## config.mk

```make
export PLATFORM = sky130hd
export DESIGN_NAME = seg_scan_hex
export DESIGN_NICKNAME = d
export VERILOG_FILES = /design/src/rtl/seg_scan_hex.sv
export SDC_FILE = /design/constraint.sdc
export NUM_CORES = 1
export LEC_CHECK = 0
export CORE_ASPECT_RATIO = 0.8
export CORE_MARGIN = 1.5
export CORE_UTILIZATION = 50
export DETAILED_ROUTE_END_ITERATION = 8
export GPL_ROUTABILITY_DRIVEN = 1
export PLACE_DENSITY_LB_ADDON = 0.2
export SLEW_MARGIN = 20
export SYNTH_ARGS = -nofsm -noshare
export SYNTH_HDL_FRONTEND = slang
export SYNTH_SLANG_ARGS = --single-unit
```

## constraint.sdc

```tcl
create_clock -name clk_i -period 2.5 [get_ports clk_i]
set_input_delay 0.375 -clock clk_i [delete_from_list [all_inputs] [get_ports clk_i]]
set_output_delay 0.375 -clock clk_i [all_outputs]
set_load 0.02 [all_outputs]
```

## src/rtl/seg_scan_hex.sv

```systemverilog
// Time-multiplexed hex driver for a common-anode 7-segment bank, with a double-buffered value and dead time.
// Define SEG_SCAN_LZB_EN to add the lzb_i input (leading-zero blanking).
module seg_scan_hex #(
  parameter int DIGITS   = 8,
  parameter int SCAN_DIV = 50000,
  parameter int DEAD_CYC = 4
) (
  input  logic                  clk_i,
  input  logic                  rst_n_i,
  input  logic                  en_i,
  input  logic                  upd_i,
  input  logic [4*DIGITS-1:0]   value_i,
  input  logic [DIGITS-1:0]     dp_mask_i,
  input  logic [DIGITS-1:0]     blank_mask_i,
`ifdef SEG_SCAN_LZB_EN
  input  logic                  lzb_i,
`endif
  output logic [7:0]            seg_o,
  output logic [DIGITS-1:0]     an_o,
  output logic                  frame_done_o
);

  localparam int CW = $clog2(SCAN_DIV);
  localparam int IW = (DIGITS > 1) ? $clog2(DIGITS) : 1;

  typedef struct packed {
    logic [4*DIGITS-1:0] val;
    logic [DIGITS-1:0]   dp;
    logic [DIGITS-1:0]   blank;
  } buf_t;

  logic [CW-1:0]     cnt_q, cnt_d;
  logic [IW-1:0]     idx_q, idx_d;
  buf_t              disp_q, disp_d, pend_q, pend_d;
  logic              pend_vld_q, pend_vld_d;
  logic [7:0]        seg_q, seg_d;
  logic [DIGITS-1:0] an_q, an_d;
  logic              fd_q, fd_d;

  logic              tick, last, bound, dark;
  logic [3:0]        nib;
  logic [DIGITS-1:0] lzb_blank, blank_eff;

  function automatic logic [6:0] hex7(input logic [3:0] n);
    case (n)
      4'h0: hex7 = 7'b0000001;
      4'h1: hex7 = 7'b1001111;
      4'h2: hex7 = 7'b0010010;
      4'h3: hex7 = 7'b0000110;
      4'h4: hex7 = 7'b1001100;
      4'h5: hex7 = 7'b0100100;
      4'h6: hex7 = 7'b0100000;
      4'h7: hex7 = 7'b0001111;
      4'h8: hex7 = 7'b0000000;
      4'h9: hex7 = 7'b0000100;
      4'hA: hex7 = 7'b0001000;
      4'hB: hex7 = 7'b1100000;
      4'hC: hex7 = 7'b0110001;
      4'hD: hex7 = 7'b1000010;
      4'hE: hex7 = 7'b0110000;
      default: hex7 = 7'b0111000;
    endcase
  endfunction

`ifdef SEG_SCAN_LZB_EN
  logic run;
  // Blank from the top digit down while nibbles are zero; a set dp or digit 0 ends the run.
  always_comb begin
    lzb_blank = '0;
    run       = lzb_i;
    for (int i = DIGITS-1; i >= 1; i--) begin
      if (run && disp_q.val[4*i +: 4] == 4'h0 && !disp_q.dp[i]) lzb_blank[i] = 1'b1;
      else run = 1'b0;
    end
  end
`else
  assign lzb_blank = '0;
`endif

  assign tick      = (cnt_q == CW'(SCAN_DIV-1));
  assign last      = (idx_q == IW'(DIGITS-1));
  assign bound     = en_i && tick && last;
  assign blank_eff = disp_q.blank | lzb_blank;
  assign nib       = disp_q.val[{idx_q, 2'b00} +: 4];
  assign dark      = !en_i || (int'(cnt_q) < DEAD_CYC) || blank_eff[idx_q];

  always_comb begin
    cnt_d      = cnt_q;
    idx_d      = idx_q;
    disp_d     = disp_q;
    pend_d     = pend_q;
    pend_vld_d = pend_vld_q;
    fd_d       = bound;
    seg_d      = 8'hFF;
    an_d       = '1;

    if (!en_i) begin
      cnt_d = '0;
      idx_d = '0;
    end else if (tick) begin
      cnt_d = '0;
      idx_d = last ? '0 : idx_q + 1'b1;
    end else begin
      cnt_d = cnt_q + 1'b1;
    end

    // A strobe on the boundary still promotes the old pending data; the new data waits a frame.
    if (bound && pend_vld_q) begin
      disp_d     = pend_q;
      pend_vld_d = 1'b0;
    end
    if (upd_i) begin
      pend_d     = '{val: value_i, dp: dp_mask_i, blank: blank_mask_i};
      pend_vld_d = 1'b1;
    end

    if (!dark) begin
      seg_d       = {hex7(nib), ~disp_q.dp[idx_q]};
      an_d[idx_q] = 1'b0;
    end
  end

  always_ff @(posedge clk_i) begin
    if (!rst_n_i) begin
      cnt_q      <= '0;
      idx_q      <= '0;
      disp_q     <= '0;
      pend_q     <= '0;
      pend_vld_q <= 1'b0;
      seg_q      <= 8'hFF;
      an_q       <= '1;
      fd_q       <= 1'b0;
    end else begin
      cnt_q      <= cnt_d;
      idx_q      <= idx_d;
      disp_q     <= disp_d;
      pend_q     <= pend_d;
      pend_vld_q <= pend_vld_d;
      seg_q      <= seg_d;
      an_q       <= an_d;
      fd_q       <= fd_d;
    end
  end

  assign seg_o        = seg_q;
  assign an_o         = an_q;
  assign frame_done_o = fd_q;

endmodule

```

==> impl_metrics.py <==
metrics = {
    "timing": {
        "setup_viol_count_final": 0,
        "finalMaxSlewViolations": 0,
        "worst_slew_pin_slew_ps": 504,
        "rsz0062_at_grt": "no",
        "fin_crit_sh_pct": 91.1,
        "max-slew-margin-rel_pct": 66.3,
        "clock_skew_ps": 6.99,
        "clock.fmax_mhz": 439,
        "tns_ps": 0,
        "setup_ws_ps": 223,
        "hold_viol": 0,
        "min_period_ps": 2280,
    },
    "clock_tree": {
        "htree_num_levels": 4,
        "insertion_delay_ps": 420,
        "cts_buffer_depth": 2,
        "post_cts_buffers": 0,
        "path_clk_slew_ps": 60,
        "cts_buffers": 17,
        "cts_tree": "built",
        "cts_root_buf": "clkbuf_16",
        "clock-sinks": 133,
    },
    "placed_design": {
        "place.gp.congestion": 0.863,
        "placed_area_um2": 6400,
        "hpwl_um": 7680,
        "numPortBuffers": 68,
        "pre_cts_slack_ps": 154,
    },
    "drt": {
        "wl_um": 11400,
        "drtPass1Iterations": 5,
        "drt_iter0_drc": 244,
        "antenna_left": 0,
        "viasPerCell": 5.12,
        "wl_per_cell_um": 15.2,
        "num_vias": 3839,
        "drc_errors": 0,
    },
    "yosys": {
        "ys_types": 51,
        "synth_area_leader_cell": "dfxtp_1",
        "synth_top_area_share_pct": 47.3,
        "synth_cells": 531,
        "synth_area_leaders": "dfxtp_1 (47%), mux2i_1 (17%), nor2b_1 (11%)",
        "synth_fp_nets": 592,
        "avgSynthCellArea_um2": 10.6,
        "yosysSeqAreaShare_pct": 47.3,
        "yosysWarnings": 0,
        "synthFlopType": "dfxtp_1",
        "ys_seq_elements": 133,
        "async_flop_share_pct": 0,
        "synth_edf_count": 0,
        "netlist_area_um2": 5630,
    },
    "layout": {
        "num_antenna_cells": 0,
        "syn2layout_area_growth_pct": 24.8,
        "drive_above_1_share_pct": 9.24,
        "stdcell_area_um2": 7030,
        "fill_cells": 847,
        "layout_commonest_cell": "dfxtp_1",
        "final_cell_mix": "dfxtp_1 (132), nor2b_1 (99), mux2i_1 (97)",
        "nets": 654,
    },
    "status": {
        "status": "finished clean",
    },
    "job": {
        "maxCapViolations": 0,
    },
    "power": {
        "p_leak_nw": 3.03,
        "finalPower_mw": 5.02,
        "power_density_nw_per_um2": 714,
        "ir_worst_vdd_uv": 593,
    },
    "die": {
        "dieArea_um2": 11900,
        "io_pins": 69,
        "die_w_um": 122,
        "die_h_um": 97.9,
        "fp-row-count": 34,
        "start_util_pct": 51.5,
        "coreArea_um2": 10900,
    },
    "setup_path": {
        "cp-startpoint": "idx_q[1]",
        "crit_required_ps": 2790,
        "path_cells": "buf_4 > mux4_2 > mux2i_1 > inv_1 > ha_1 > and3b_2 > or4_1",
        "worst_setup_path_end_kind": "flip-flop",
        "cp-start-kind": "flip-flop",
        "critPathArrivalTime_ps": 2570,
        "crit_type": "flip-flop to flip-flop",
        "path_max_fanout": 18,
        "worst-path-buf-inv": 2,
        "r2r_start": "idx_q[1]",
        "critPathMaxStageDelay_ps": 450,
        "path_delay_family": "simple AND/OR/NAND/NOR gates",
        "crit_path_top_delay_cell": "or4_1",
    },
    "global_route": {
        "grt_pass1_wl_um": 18700,
        "grt_antenna_before_repair": 0,
        "grtUsageTotal_pct": 20.3,
        "grt_pass1_vias": 3827,
        "grt_start_max_net_pins": 58,
        "gr-total-overflow": 0,
    },
    "hold_path": {
        "min_from": "cnt_q[0]",
        "hold_class": "flip-flop to flip-flop",
    },
}
==> sequential cells by signal (all words and copies together) (netlist names) <==
name,flops
blank_eff,8
cnt_q,16
disp_q,40
frame_done_o,1
seg_o,8
an_o,8
pend_vld_q,1
pend_q,48
idx_q,3
==> routing by layer <==
layer	wire length (µm)	track usage, %	vias to the layer above
met1	5290	25.7	1817
met4	146	7.06	0
li1	-	-	1937
met5	0	0	-
met2	5500	33.5	73
met3	422	5.49	12
==> cells in the mapped netlist, types with 3 or more instances <==
library cell    n
and3_1          5
xor2_1         10
nor2b_1        99
nand3_1         7
buf_2           7
clkbuf_1       20
mux2i_1        97
nor3_1          6
o21ai_1         3
xnor2_1         4
or3_1           4
buf_6           4
a31oi_1         4
nand2_1        23
a21oi_1         9
mux4_2          6
nor2_1         25
dfxtp_1       133
and2_1          3
nand4_1         5
ha_1            9
inv_1           8
==> path summary, 6_finish.rpt <==
path         depth (start not counted)  slack [ps]        to
max                                  7         220  seg_o[7]
min                                  1         460  cnt_q[0]
max reg2reg                          7         220  seg_o[7]
min reg2reg                          1         460  cnt_q[0]
==> area by class of cell <==
| cell class | instances | area, µm² | share of cell area [%] |
|---|---|---|---|
| Timing Repair Buffer | 77 | 763 | 10.9 |
| Sequential cell | 133 | 2660 | 37.9 |
| Multi-Input combinational cell | 356 | 2770 | 39.4 |
| Tap cell | 144 | 180 | 2.56 |
| Clock inverter | 8 | 120 | 1.71 |
| Clock buffer | 24 | 502 | 7.14 |
| Inverter | 8 | 30.0 | 0.427 |
==> report_power, final <==
group / switching (mW) / internal (mW)
sequential: 0.0306 / 2.17
clock: 0.892 / 1.70
combinational: 0.0846 / 0.145
==> cell families (layout without fill, tap and decap cells) <==
family,count (synthesis),in the layout,share of synthesized area [%]
compound gates,29,29,3.53
xor+xnor,14,14,2.18
fa+ha+maj,9,9,2.00
buf+inv,42,117,3.56
flops,133,133,47.3
mux,109,109,21.6
simple gates,195,195,19.8
==> through the flow <==
stage	hold WS [ps]	cells	util, %
2_1_floorplan	426	531	-
3_3_place_gp	437	718	58.6
3_5_place_dp	446	718	58.6
4_1_cts	459	750	64.2
5_1_grt	488	750	64.3
6_report	458	750	64.3
==> what timing repair did <==
action,in CTS,in global routing
gates resized for setup,0,1
hold buffers,0,0
setup endpoints to repair,0,1
No activity file was read; power rests on OpenSTA's default activity.
